$ cat src/rtl/stack_port_pkg.sv
// Shared CPU stack definitions: command ops, stack pointer select codes,
// sequencer state encoding and the default empty/limit addresses.
package stack_port_pkg;

    localparam logic [15:0] STACK_BASE  = 16'hFFFF;
    localparam logic [15:0] STACK_LIMIT = 16'hF000;

    localparam logic [1:0] OP_LOAD = 2'b00;
    localparam logic [1:0] OP_PUSH = 2'b01;
    localparam logic [1:0] OP_POP  = 2'b10;
    localparam logic [1:0] OP_RSVD = 2'b11;

    // Shared with the external stack pointer register
    localparam logic [1:0] SP_SEL_LOAD = 2'b00;
    localparam logic [1:0] SP_SEL_INC  = 2'b01;
    localparam logic [1:0] SP_SEL_DEC  = 2'b10;

    typedef enum logic [2:0] {
        ST_IDLE    = 3'd0,
        ST_PUSH_WR = 3'd1,
        ST_POP_INC = 3'd2,
        ST_POP_RD  = 3'd3,
        ST_DONE    = 3'd4
    } state_e;

endpackage

$ cat src/rtl/stack_port_if.sv
// Command handshake from the control unit plus the single-word memory bus.
// master = control unit / memory side, slave = stack_port.
interface stack_port_if;

    logic        cmd_valid;
    logic        cmd_ready;
    logic [1:0]  cmd_op;
    logic [15:0] cmd_data;

    logic        mem_req;
    logic        mem_we;
    logic [15:0] mem_addr;
    logic [15:0] mem_wdata;
    logic        mem_ack;
    logic [15:0] mem_rdata;

    modport master (
        output cmd_valid, cmd_op, cmd_data,
        input  cmd_ready,
        input  mem_req, mem_we, mem_addr, mem_wdata,
        output mem_ack, mem_rdata
    );

    modport slave (
        input  cmd_valid, cmd_op, cmd_data,
        output cmd_ready,
        output mem_req, mem_we, mem_addr, mem_wdata,
        input  mem_ack, mem_rdata
    );

endinterface

$ cat src/rtl/stack_port.sv
// Push/pop sequencer for the empty-descending CPU stack: turns LOAD/PUSH/POP
// commands into one memory transaction each and steers the external SP register.
//
//   state    | meaning
//   ---------+-------------------------------------------------------
//   IDLE     | ready for a command; LOAD updates SP in the accept cycle
//   PUSH_WR  | write at SP, decrement SP on the ack cycle
//   POP_INC  | single-cycle SP increment ahead of the read
//   POP_RD   | read at the incremented SP, capture data on ack
//   DONE     | one-cycle completion pulse
module stack_port
    import stack_port_pkg::*;
(
    input  logic               clk,
    input  logic               rst,
    stack_port_if.slave        bus,
    output logic               done_o,
    output logic [15:0]        rdata_o,
    output logic               err_ovf_o,
    output logic               err_unf_o,
    input  logic               err_clr_i,
    input  logic [15:0]        sp_in_i,
    output logic [1:0]         sp_sel_o,
    output logic               sp_en_o,
    output logic [15:0]        sp_din_o
);

    state_e      state_q, state_d;
    logic [15:0] data_q, data_d;
    logic [15:0] rdata_q, rdata_d;
    logic        ovf_q, ovf_d;
    logic        unf_q, unf_d;

    logic        accept;
    logic        push_ovf;
    logic        pop_unf;

    assign accept   = bus.cmd_valid && (state_q == ST_IDLE);
    assign push_ovf = accept && (bus.cmd_op == OP_PUSH) && (sp_in_i < STACK_LIMIT);
    assign pop_unf  = accept && (bus.cmd_op == OP_POP) && (sp_in_i == STACK_BASE);

    always_ff @(posedge clk or posedge rst) begin
        if (rst) begin
            state_q <= ST_IDLE;
            data_q  <= 16'h0000;
            rdata_q <= 16'h0000;
            ovf_q   <= 1'b0;
            unf_q   <= 1'b0;
        end else begin
            state_q <= state_d;
            data_q  <= data_d;
            rdata_q <= rdata_d;
            ovf_q   <= ovf_d;
            unf_q   <= unf_d;
        end
    end

    always_comb begin
        state_d = state_q;
        data_d  = data_q;
        rdata_d = rdata_q;

        // A fresh error outranks a simultaneous clear
        ovf_d = push_ovf ? 1'b1 : (err_clr_i ? 1'b0 : ovf_q);
        unf_d = pop_unf  ? 1'b1 : (err_clr_i ? 1'b0 : unf_q);

        case (state_q)
            ST_IDLE: begin
                if (accept) begin
                    data_d = bus.cmd_data;
                    case (bus.cmd_op)
                        OP_PUSH: state_d = push_ovf ? ST_DONE : ST_PUSH_WR;
                        OP_POP:  state_d = pop_unf  ? ST_DONE : ST_POP_INC;
                        default: state_d = ST_DONE;
                    endcase
                end
            end
            ST_PUSH_WR: begin
                if (bus.mem_ack) begin
                    state_d = ST_DONE;
                end
            end
            ST_POP_INC: begin
                state_d = ST_POP_RD;
            end
            ST_POP_RD: begin
                if (bus.mem_ack) begin
                    rdata_d = bus.mem_rdata;
                    state_d = ST_DONE;
                end
            end
            ST_DONE: begin
                state_d = ST_IDLE;
            end
            default: begin
                state_d = ST_IDLE;
            end
        endcase
    end

    always_comb begin
        bus.cmd_ready = (state_q == ST_IDLE);
        bus.mem_req   = 1'b0;
        bus.mem_we    = 1'b0;
        bus.mem_addr  = 16'h0000;
        bus.mem_wdata = 16'h0000;
        sp_en_o       = 1'b0;
        sp_sel_o      = SP_SEL_LOAD;
        sp_din_o      = 16'h0000;
        done_o        = 1'b0;

        case (state_q)
            ST_IDLE: begin
                if (accept && (bus.cmd_op == OP_LOAD)) begin
                    sp_en_o  = 1'b1;
                    sp_sel_o = SP_SEL_LOAD;
                    sp_din_o = bus.cmd_data;
                end
            end
            ST_PUSH_WR: begin
                // SP only moves at the ack edge, so the address holds for the whole request
                bus.mem_req   = 1'b1;
                bus.mem_we    = 1'b1;
                bus.mem_addr  = sp_in_i;
                bus.mem_wdata = data_q;
                if (bus.mem_ack) begin
                    sp_en_o  = 1'b1;
                    sp_sel_o = SP_SEL_DEC;
                end
            end
            ST_POP_INC: begin
                sp_en_o  = 1'b1;
                sp_sel_o = SP_SEL_INC;
            end
            ST_POP_RD: begin
                bus.mem_req  = 1'b1;
                bus.mem_addr = sp_in_i;
            end
            ST_DONE: begin
                done_o = 1'b1;
            end
            default: begin
                done_o = 1'b0;
            end
        endcase
    end

    assign rdata_o   = rdata_q;
    assign err_ovf_o = ovf_q;
    assign err_unf_o = unf_q;

endmodule

$ cat src/flat_wrapper.sv
// flat-port wrapper written by rule: the top's interface ports become plain ports
module stack_port_flat import stack_port_pkg::*;
  (clk, rst, done_o, rdata_o, err_ovf_o, err_unf_o, err_clr_i, sp_in_i, sp_sel_o, sp_en_o, sp_din_o, bus_cmd_valid, bus_cmd_op, bus_cmd_data, bus_cmd_ready, bus_mem_req, bus_mem_we, bus_mem_addr, bus_mem_wdata, bus_mem_ack, bus_mem_rdata);
  stack_port_if bus_i ();
  input  logic clk;
  input  logic rst;
  output logic done_o;
  output logic [15:0] rdata_o;
  output logic err_ovf_o;
  output logic err_unf_o;
  input  logic err_clr_i;
  input  logic [15:0] sp_in_i;
  output logic [1:0] sp_sel_o;
  output logic sp_en_o;
  output logic [15:0] sp_din_o;
  input wire logic [$bits(bus_i.cmd_valid)-1:0] bus_cmd_valid;
  input wire logic [$bits(bus_i.cmd_op)-1:0] bus_cmd_op;
  input wire logic [$bits(bus_i.cmd_data)-1:0] bus_cmd_data;
  output wire logic [$bits(bus_i.cmd_ready)-1:0] bus_cmd_ready;
  output wire logic [$bits(bus_i.mem_req)-1:0] bus_mem_req;
  output wire logic [$bits(bus_i.mem_we)-1:0] bus_mem_we;
  output wire logic [$bits(bus_i.mem_addr)-1:0] bus_mem_addr;
  output wire logic [$bits(bus_i.mem_wdata)-1:0] bus_mem_wdata;
  input wire logic [$bits(bus_i.mem_ack)-1:0] bus_mem_ack;
  input wire logic [$bits(bus_i.mem_rdata)-1:0] bus_mem_rdata;
  assign bus_i.cmd_valid = bus_cmd_valid;
  assign bus_i.cmd_op = bus_cmd_op;
  assign bus_i.cmd_data = bus_cmd_data;
  assign bus_cmd_ready = bus_i.cmd_ready;
  assign bus_mem_req = bus_i.mem_req;
  assign bus_mem_we = bus_i.mem_we;
  assign bus_mem_addr = bus_i.mem_addr;
  assign bus_mem_wdata = bus_i.mem_wdata;
  assign bus_i.mem_ack = bus_mem_ack;
  assign bus_i.mem_rdata = bus_mem_rdata;
  stack_port u_core (.clk(clk), .rst(rst), .bus(bus_i), .done_o(done_o), .rdata_o(rdata_o), .err_ovf_o(err_ovf_o), .err_unf_o(err_unf_o), .err_clr_i(err_clr_i), .sp_in_i(sp_in_i), .sp_sel_o(sp_sel_o), .sp_en_o(sp_en_o), .sp_din_o(sp_din_o));
endmodule
$ cat config.mk
export PLATFORM = sky130hd
export DESIGN_NAME = stack_port_flat
export DESIGN_NICKNAME = d
export VERILOG_FILES = /design/src/rtl/stack_port_pkg.sv /design/src/rtl/stack_port_if.sv /design/src/rtl/stack_port.sv /design/src/flat_wrapper.sv
export SDC_FILE = /design/constraint.sdc
export NUM_CORES = 1
export LEC_CHECK = 0
export CAP_MARGIN = 30
export CORE_MARGIN = 5
export CORE_UTILIZATION = 33
export CTS_CLUSTER_DIAMETER = 80
export DETAILED_ROUTE_END_ITERATION = 8
export PLACE_DENSITY = 0.76
export SETUP_SLACK_MARGIN = 0.4
export SLEW_MARGIN = 40
export SYNTH_ARGS = -nofsm -noshare
export SYNTH_HDL_FRONTEND = slang
export SYNTH_SLANG_ARGS = --single-unit
$ cat constraint.sdc
create_clock -name clk -period 1.63 [get_ports clk]
set_clock_uncertainty 0.05 [all_clocks]
set_input_delay 0.326 -clock clk [delete_from_list [all_inputs] [get_ports clk]]
set_output_delay 0.326 -clock clk [all_outputs]
set_load 0.02 [all_outputs]
After elaboration in Yosys (flattened, before gate mapping)
Index checks and enable logic that the tools add are counted.
{"block": "op_classes", "addsub": 0, "mul": 0, "div_mod_pow": 0, "order_cmp": 1, "n_eq_ne": 9, "shifts": 0, "muxes": 21, "bitwise": 0, "n_reduce_logical": 14}
{"cell": "16-bit two-way mux", "count": 4}
{"cell": "16-bit == test (second input constant)", "count": 1}
{"cell": "16-bit < comparator (second input constant)", "count": 1}
{"cell": "3-bit two-way mux", "count": 4}
{"cell": "3-bit case mux with 3 select lines", "count": 1}
{"cell": "1-bit two-way mux", "count": 8}
{"cell": "3-bit by 2-bit == test with 1-bit output (second input constant)", "count": 2}
{"cell": "1-bit logical AND", "count": 6}
{"cell": "3-bit case mux with 2 select lines", "count": 1}
{"cell": "2-bit AND reduction", "count": 3}
{"cell": "2-bit by 1-bit != test with 1-bit output (second input constant)", "count": 2}
{"cell": "2-bit case mux with 2 select lines", "count": 1}
{"cell": "2-bit nonzero test", "count": 2}
{"cell": "3-bit by 1-bit == test with 1-bit output (second input constant)", "count": 1}
{"cell": "3-bit == test (second input constant)", "count": 1}
{"cell": "3-bit zero test", "count": 1}
{"cell": "1-bit case mux with 3 select lines", "count": 1}
{"cell": "2-bit by 1-bit == test with 1-bit output (second input constant)", "count": 1}
{"cell": "2-bit == test (second input constant)", "count": 1}
{"cell": "2-bit zero test", "count": 1}
{"cell": "2-bit two-way mux", "count": 1}
{"cell": "2-bit OR reduction", "count": 1}
{"block": "word_totals", "ff_bits": 37, "latch_bits": 0, "ramBits": 0, "mem_bits_ro": 0, "input_bits": 55, "output_inout_bits": 73, "word_cells": 50, "mem_count": 0}

Longest topological paths before layout
{"block": "logic_depth", "ltp_word": 8, "mapped_depth": 6, "mapped_depth_nobuf": 5}

Worst setup path before layout
Ideal clock, no wire load.
{"block": "synth_path", "path_kind": "register to output", "from": "register u_core.state_q[2]", "to": "output port sp_din_o[10]", "arrival_ns": 1.607, "required_ns": 1.254, "setup_slack_ns": -0.353, "stages_incl_launch_ff": 6, "path_buffers": 2, "path_cell_list": "dfrtp_1 -> nor3_2 -> and2_4 -> buf_6 -> clkbuf_2 -> and3_1"}
{"block": "synth_between", "elab_chain_cells": 5}
{"item": "start, declared", "line_no": "stack_port.sv:28", "source": "state_e state_q, state_d;"}
{"item": "start signal, assigned", "line_no": "stack_port.sv:50", "source": "state_q <= state_d;"}
{"item": "3-bit zero test (*)"}
{"item": "named net bus_cmd_ready", "line_no": "flat_wrapper.sv:19", "source": "output wire logic [$bits(bus_i.cmd_ready)-1:0] bus_cmd_ready;"}
{"item": "1-bit logical AND", "line_no": "stack_port.sv:38", "source": "assign accept = bus.cmd_valid && (state_q == ST_IDLE);"}
{"item": "1-bit logical AND", "line_no": "stack_port.sv:114", "source": "if (accept && (bus.cmd_op == OP_LOAD)) begin"}
{"item": "16-bit two-way mux", "line_no": "stack_port.sv:114"}
{"item": "16-bit two-way mux (*)", "line_no": "stack_port.sv:112", "source": "case (state_q)"}
{"item": "end, declared", "line_no": "flat_wrapper.sv:15", "source": "output logic [15:0] sp_din_o;"}
Mark *: on every way through the listed nets, which the timed path passes. The rest lies on a longest branch.

Final worst setup path
{"block": "layout_path", "from": "register u_core.state_q[0]", "to": "output port sp_din_o[9]"}
{"block": "layout_between", "elab_chain_cells": 5}
{"item": "3-bit zero test (*)", "line_no": "stack_port.sv:38, stack_port.sv:112"}
{"item": "1-bit logical AND", "line_no": "stack_port.sv:38"}
{"item": "1-bit logical AND", "line_no": "stack_port.sv:114"}
{"item": "16-bit two-way mux", "line_no": "stack_port.sv:114"}
{"item": "16-bit two-way mux (*)", "line_no": "stack_port.sv:112"}
Every way passes the cells marked *; elsewhere a longest branch is shown, timed or not.

==> flow_summary_export.csv <==
group,metric,value,unit
run_status,status,"complete, but fails checks",
run_status,violations,"setup timing",
layout,nNetsFinal,414,
worst_setup_path,crit_required,1250,ps
timing,max_clock_freq,489,MHz
grt,antenna_found_initial,0,
worst_setup_path,end_kind,"output pin",
timing,period_minus_slack,2040,ps
worst_setup_path,critPathMaxFanout,4,
routing,drt_wl_total,7310,µm
clock_network,htree_levels,2,
grt,grt_max_degree,33,
timing,hold_viol_final,0,
floorplan,die_w,88.7,µm
layout,drive_gt1_share,70.0,%
yosys,synth_area_leaders,"dfrtp_1 45%, mux2_4 17%, and2_1 10%",
yosys,syn-cell-area,0.00205,mm²
timing,tns,-24680,ps
yosys,synth_top_cell_by_area,"dfrtp_1",
grt,grt_use_total,16.8,%
routing,drc_errors,0,
power_and_ir_drop,p_leak,2.23,nW
floorplan,start_util,34.1,%
layout,num_antenna_cells,0,
layout,fin_util,76.5,%
place,post-dp-hpwl,4670,µm
yosys,synth_seq_cells,37,
yosys,seq_area_frac_synth,45.3,%
timing,slew_viol_final,0,
layout,fin_cells,432,
clock_network,cts_buffers,5,
worst_setup_path,r2r-start,"u_core.state_q[0]",
floorplan,pin_count,128,
floorplan,dieArea,0.00787,mm²
floorplan,fp.coreArea,0.00599,mm²
yosys,synth_area_per_cell,12.4,µm²
routing,drt_iter0_drc,46,
timing,worst_slew_pin_slew,266,ps
layout,area_growth,124,%
routing,vias,2013,
clock_network,cts.sinks,37,
place,dp.cells,391,
clock_network,clkSlewWorstSetupHoldPaths,70,ps
routing,first_pass_iters,4,
clock_network,clock_latency,290,ps
clock_network,tritoncts,"done",
timing,layout_setup_ws,-415,ps
grt,grt_pass1_vias,2149,
place,gp_congestion,0.715,
floorplan,die_y,88.7,µm
place,portBuffers,127,
worst_setup_path,cp_slowest_cell,"dfrtp_2",
power_and_ir_drop,total_power,7.28,mW
floorplan,rows,28,
clock_network,cts_max_path_buffers,2,
yosys,synth_top_area_share,45.3,%
timing,relSlewSlack,82.3,%
power_and_ir_drop,ir_drop,1.04,mV
routing,ant_nets,0,
yosys,synth_cells,165,
timing,grt_setup_unrepaired,"true",
worst_hold_path,hp-class,"primary input to asynchronous set/reset pin",
yosys,yosysWarnings,0,
worst_setup_path,arrival,1670,ps
timing,finalSetupViolCount,86,
worst_setup_path,crit_path_max_incr_delay,440,ps
clock_network,cts_root_buf,"clkbuf_8",
worst_setup_path,worstSetupPathType,"flip-flop to output pin",
power_and_ir_drop,pwr_density_cell,1590,mW/mm²
worst_setup_path,crit_path_cell_trace,"nor3_4 > and2_4 > buf_12 > buf_16 > and3_4 > buf_6",
worst_setup_path,critPathLaunchType,"flip-flop",
job,maxCapViolCount,0,
yosys,syn-num-nets,223,
routing,wl_per_cell,16.9,µm
grt,grt_overflow,0,
timing,period_share,125,%
worst_setup_path,startpoint,"u_core.state_q[0]",
routing,viasPerCell,4.66,
grt,grt_pass1_wl,10200,µm
yosys,ys_types,32,
worst_setup_path,reg2reg_slack,-390,ps
what timing repair did:
item,CTS,global route
endpoints found under the setup margin,110,110
hold buffers,0,0
endpoints found under the hold margin,0,0
setup buffers,13,13
cloned,2,5
gates resized for setup,453,50
pin swaps,16,14
cell usage in the layout, fill, tap and decap left out, types with 2 or more instances in the layout:
cell / instances
inv_1: 5
nor2_1: 2
buf_4: 37
buf_12: 8
bufinv_16: 2
dfrtp_2: 2
nor2_4: 2
and2_4: 35
buf_8: 2
clkbuf_8: 5
ha_2: 2
clkbuf_16: 3
buf_6: 89
nor2b_4: 2
clkdlybuf4s50_1: 48
dfrtp_1: 35
nand4_1: 4
nand3_2: 2
dlygate4sd2_1: 6
and3_4: 16
mux2_4: 31
final timing paths:
check / to / cells past startpoint
max: sp_din_o[9] / 6
min: u_core.state_q[1] / 2
max reg2reg: u_core.data_q[4] / 9
min reg2reg: u_core.data_q[8] / 1
max in group asynchronous: u_core.data_q[3] / 3
min in group clk: u_core.data_q[8] / 1
final cells by class:
cell class / instances / area [µm²]
flip-flops and latches: 37 / 928
repair buffers: 194 / 2110
multi-input cells: 113 / 1300
clock buffers: 5 / 68.8
clock inverters: 3 / 68.8
well taps: 75 / 93.8
fillers: 398 / 1410
inverters: 5 / 18.8
sequential cells by signal, indices dropped and copies added (netlist names):
| name | flops |
|---|---|
| u_core.data_q | 16 |
| u_core.rdata_o | 16 |
| u_core.state_q | 3 |
| u_core.err_ovf_o | 1 |
| u_core.err_unf_o | 1 |
metrics by stage:
step | instance area (µm²) | hold slack (ps) | worst slack, ps
floorplan | 2280 | 367 | -208
CTS | 4230 | 212 | -418
global route | 4580 | 247 | -486
finish | 4580 | 215 | -415
detailed placement | 3820 | 435 | -760
global placement | 3820 | 433 | -742
cell usage after synthesis:
cell type and number:
a21o_1 1, buf_2 1, nand4_4 1, o41ai_1 1, a21oi_1 1, nor3_2 1
nand2b_1 2, clkbuf_2 1, mux2_2 9, a221oi_1 1, a211o_1 1, inv_1 5
a22oi_1 1, nor2b_4 1, ha_1 3, and2_4 1, a211oi_1 1, o21ai_0 1
nor2_1 4, and2_1 34, buf_12 1, and3_1 17, buf_6 4, dfrtp_1 37
buf_4 1, nor2b_1 1, mux2_4 23, and3b_1 1, nand3_4 1, clkbuf_1 2
nand4_1 4, nand3_1 2
per-layer routing:
metal | GRT usage (%) | vias up | wire length [µm]
met3 | 5.77 | 9 | 729
li1 | - | 953 | -
met2 | 28.2 | 96 | 3670
met5 | 0 | - | 0
met4 | 7.28 | 0 | 104
met1 | 19.5 | 955 | 2810
where the power goes:
group | internal [mW] | switching (mW) | leakage (nW)
combinational | 2.88 | 1.78 | 1.71
clock | 0.616 | 0.352 | 0.0687
sequential | 1.35 | 0.301 | 0.450
total | 4.84 | 2.44 | 2.23
worst max-delay path: cells and delay by family, from the launching register on:
kind,cells,cell delay [ps]
and+or+nand+nor,3,620
DFF,1,440
buffers and inverters,3,320
kinds of logic (layout without fill, tap and decap cells):
| family | count (synthesis) | after routing | share of synthesized area, % |
|---|---|---|---|
| compound gates | 8 | 8 | 2.87 |
| flops | 37 | 37 | 45.3 |
| simple gates | 70 | 70 | 22.9 |
| mux | 32 | 32 | 21.8 |
| fa+ha+maj | 3 | 3 | 1.84 |
| buf+inv | 15 | 207 | 5.32 |
Power figures use the tool's default switching activity.
==> variant: new RTL, config.mk and constraints unchanged <==
The 5 states of `state_e` get a one-hot encoding in 5 bits.
--- a/src/rtl/stack_port_pkg.sv
+++ b/src/rtl/stack_port_pkg.sv
@@ -15,12 +15,12 @@
     localparam logic [1:0] SP_SEL_INC  = 2'b01;
     localparam logic [1:0] SP_SEL_DEC  = 2'b10;
 
-    typedef enum logic [2:0] {
-        ST_IDLE    = 3'd0,
-        ST_PUSH_WR = 3'd1,
-        ST_POP_INC = 3'd2,
-        ST_POP_RD  = 3'd3,
-        ST_DONE    = 3'd4
+    typedef enum logic [4:0] {
+        ST_IDLE    = 5'b00001,
+        ST_PUSH_WR = 5'b00010,
+        ST_POP_INC = 5'b00100,
+        ST_POP_RD  = 5'b01000,
+        ST_DONE    = 5'b10000
     } state_e;
 
 endpackage
Formal check against the unedited RTL: same outputs for any inputs over 10 cycles, from zero or initial values and one cycle with rst high; not proved beyond that.
==> variant against the unedited design <==
The flow still finishes with violations (setup timing); maximum frequency down 6.2%; synthesized area grew 1.3%; worst setup slack got worse by 0.13 ns; core utilization shrank 0.32 points; global-route usage grew 1.6 points; sequential share of layout area up 1.1 points; routed wire length is 2.3% higher; sequential cell count up 2; die area is 1.2% higher; design area grew 0.16%; critical path type unchanged; critical endpoint unchanged.
Power is not compared: it rests on default switching activity, and its combinational part moved more than twofold at a synthesized area within 25%.
==> variant: results (changes against the unedited design) <==
Clocking
  – Skew-Pair Late Insertion Delay: 0.29 ns (about the same)
  – Resize count post-CTS: 427 (-5.7%)
  – Post-CTS Setup Bufs: 21 (+8)

Layout
  – # fillers: 401 (+0.75%)
  – Nets@finish: 426 (+2.9%)
  – Multi-input logic area: 1300 µm² (+0.19%)
  – Clock-cell share of area: 0.0245 (-0.00550)
  – Share of cells above drive strength 1: 0.702 (+0.00162)
  – Fin cells: 444 (+2.8%)
  – Non-clk buf share: 0.452 (-0.00730)
  – Fin area: 4590 µm² (+0.16%)
  – Fraction of area in registers: 0.214 (+0.0111)
  – Multi-input gates: 117 (+3.5%)
  – Inverters: 6 (+1)
  – Nonclk buf count: 199 (+2.6%)

Routing
  – WL/cell: 16.8 µm (-0.44%)
  – Routed vias/inst: 4.66 (about the same)
  – 1st-iter DRT viols: 43 (-6.5%)
  – Wire length on met2: 4010 µm (+9.4%)

Timing
  – Final Setup Violations: 93 (+8.1%)
  – Min Hold Slack: 0.292 ns (+0.0767 ns)
  – Slew headroom: 0.651 (-0.171)
  – Setup tns final: -34.37 ns (-9.69 ns)
  – PnR worst setup slack: -0.549 ns (-0.134 ns)

GRT
  – M3 GR Usage: 0.0599 (+0.00218)
  – Vias in the first global route: 2258 (+5.1%)
  – Met1 global-route usage: 0.222 (+0.0275)
  – Number of antenna violations at the first check in global routing: 0 (unchanged)
  – Wire length of the first global-routing pass: 11300 µm (+10%)
  – Global-route met2 utilization: 0.326 (+0.0435)
  – Largest net degree at the start of global routing: 20 (-39%)
  – Aggregate global-route resource usage: 0.184 (+0.0158)

Worst setup path
  – Critical path's slowest cell: dfstp_2
  – CP top delay family: flip-flops
  – Crit path DAT: 1.80 ns (+0.13 ns)
  – R2r setup slk: -0.44 ns (-0.05 ns)
  – R2R Path End: u_core.data_q[6]$_DFFE_PP0P_
  – CP Launch Point: u_core.state_q[0]$_DFFE_PP1P_
  – Critical path peak fanout: 12 (+8)

Power and ir drop
  – Power per cell area: between 600 and 700 nW/µm²

Placed design
  – Placed insts: 398 (+1.8%)
  – Pre-CTS WS: -0.940 ns (-0.181 ns)
  – Area after DPL: 3840 µm² (+0.72%)

Synthesis
  – Synth Register Bits: 39 (+5.4%)
  – Synthesized Nets: 232 (+4.0%)
  – Register area share after synthesis: 0.471 (+0.0187)
  – Post-synthesis cell type count: 34 (+6.3%)
  – Cells after Synth: 174 (+5.5%)
  – Synth cell count leaders: dfrtp_1, and2_1, mux2_2

Floorplan
  – Core Region: 6030 µm² (+0.58%)

Run status
  – Status: complete, but fails checks
  – Violated checks: setup timing
-- variant: worst min-delay path by stage --
stage                              startpoint                              to  cells past startpoint
2_1_floorplan                             rst    u_core.data_q[0]$_DFFE_PP0P_                      1
3_3_place_gp   u_core.rdata_o[12]$_DFFE_PP0P_  u_core.rdata_o[12]$_DFFE_PP0P_                      1
3_5_place_dp    u_core.rdata_o[0]$_DFFE_PP0P_   u_core.rdata_o[0]$_DFFE_PP0P_                      1
4_1_cts                                   rst  u_core.rdata_o[12]$_DFFE_PP0P_                      2
5_1_grt                                   rst  u_core.rdata_o[12]$_DFFE_PP0P_                      2
6_report                                  rst  u_core.rdata_o[12]$_DFFE_PP0P_                      2
-- variant: logic make-up after synthesis --
group	share of synthesized area
AOI/OAI and AO/OA	0.0260
adders and majority gates	0.0181
muxes	0.192
and+or+nand+nor	0.236
buffers and inverters	0.0525
DFF	0.471
xor gates and xnor gates	0.00423
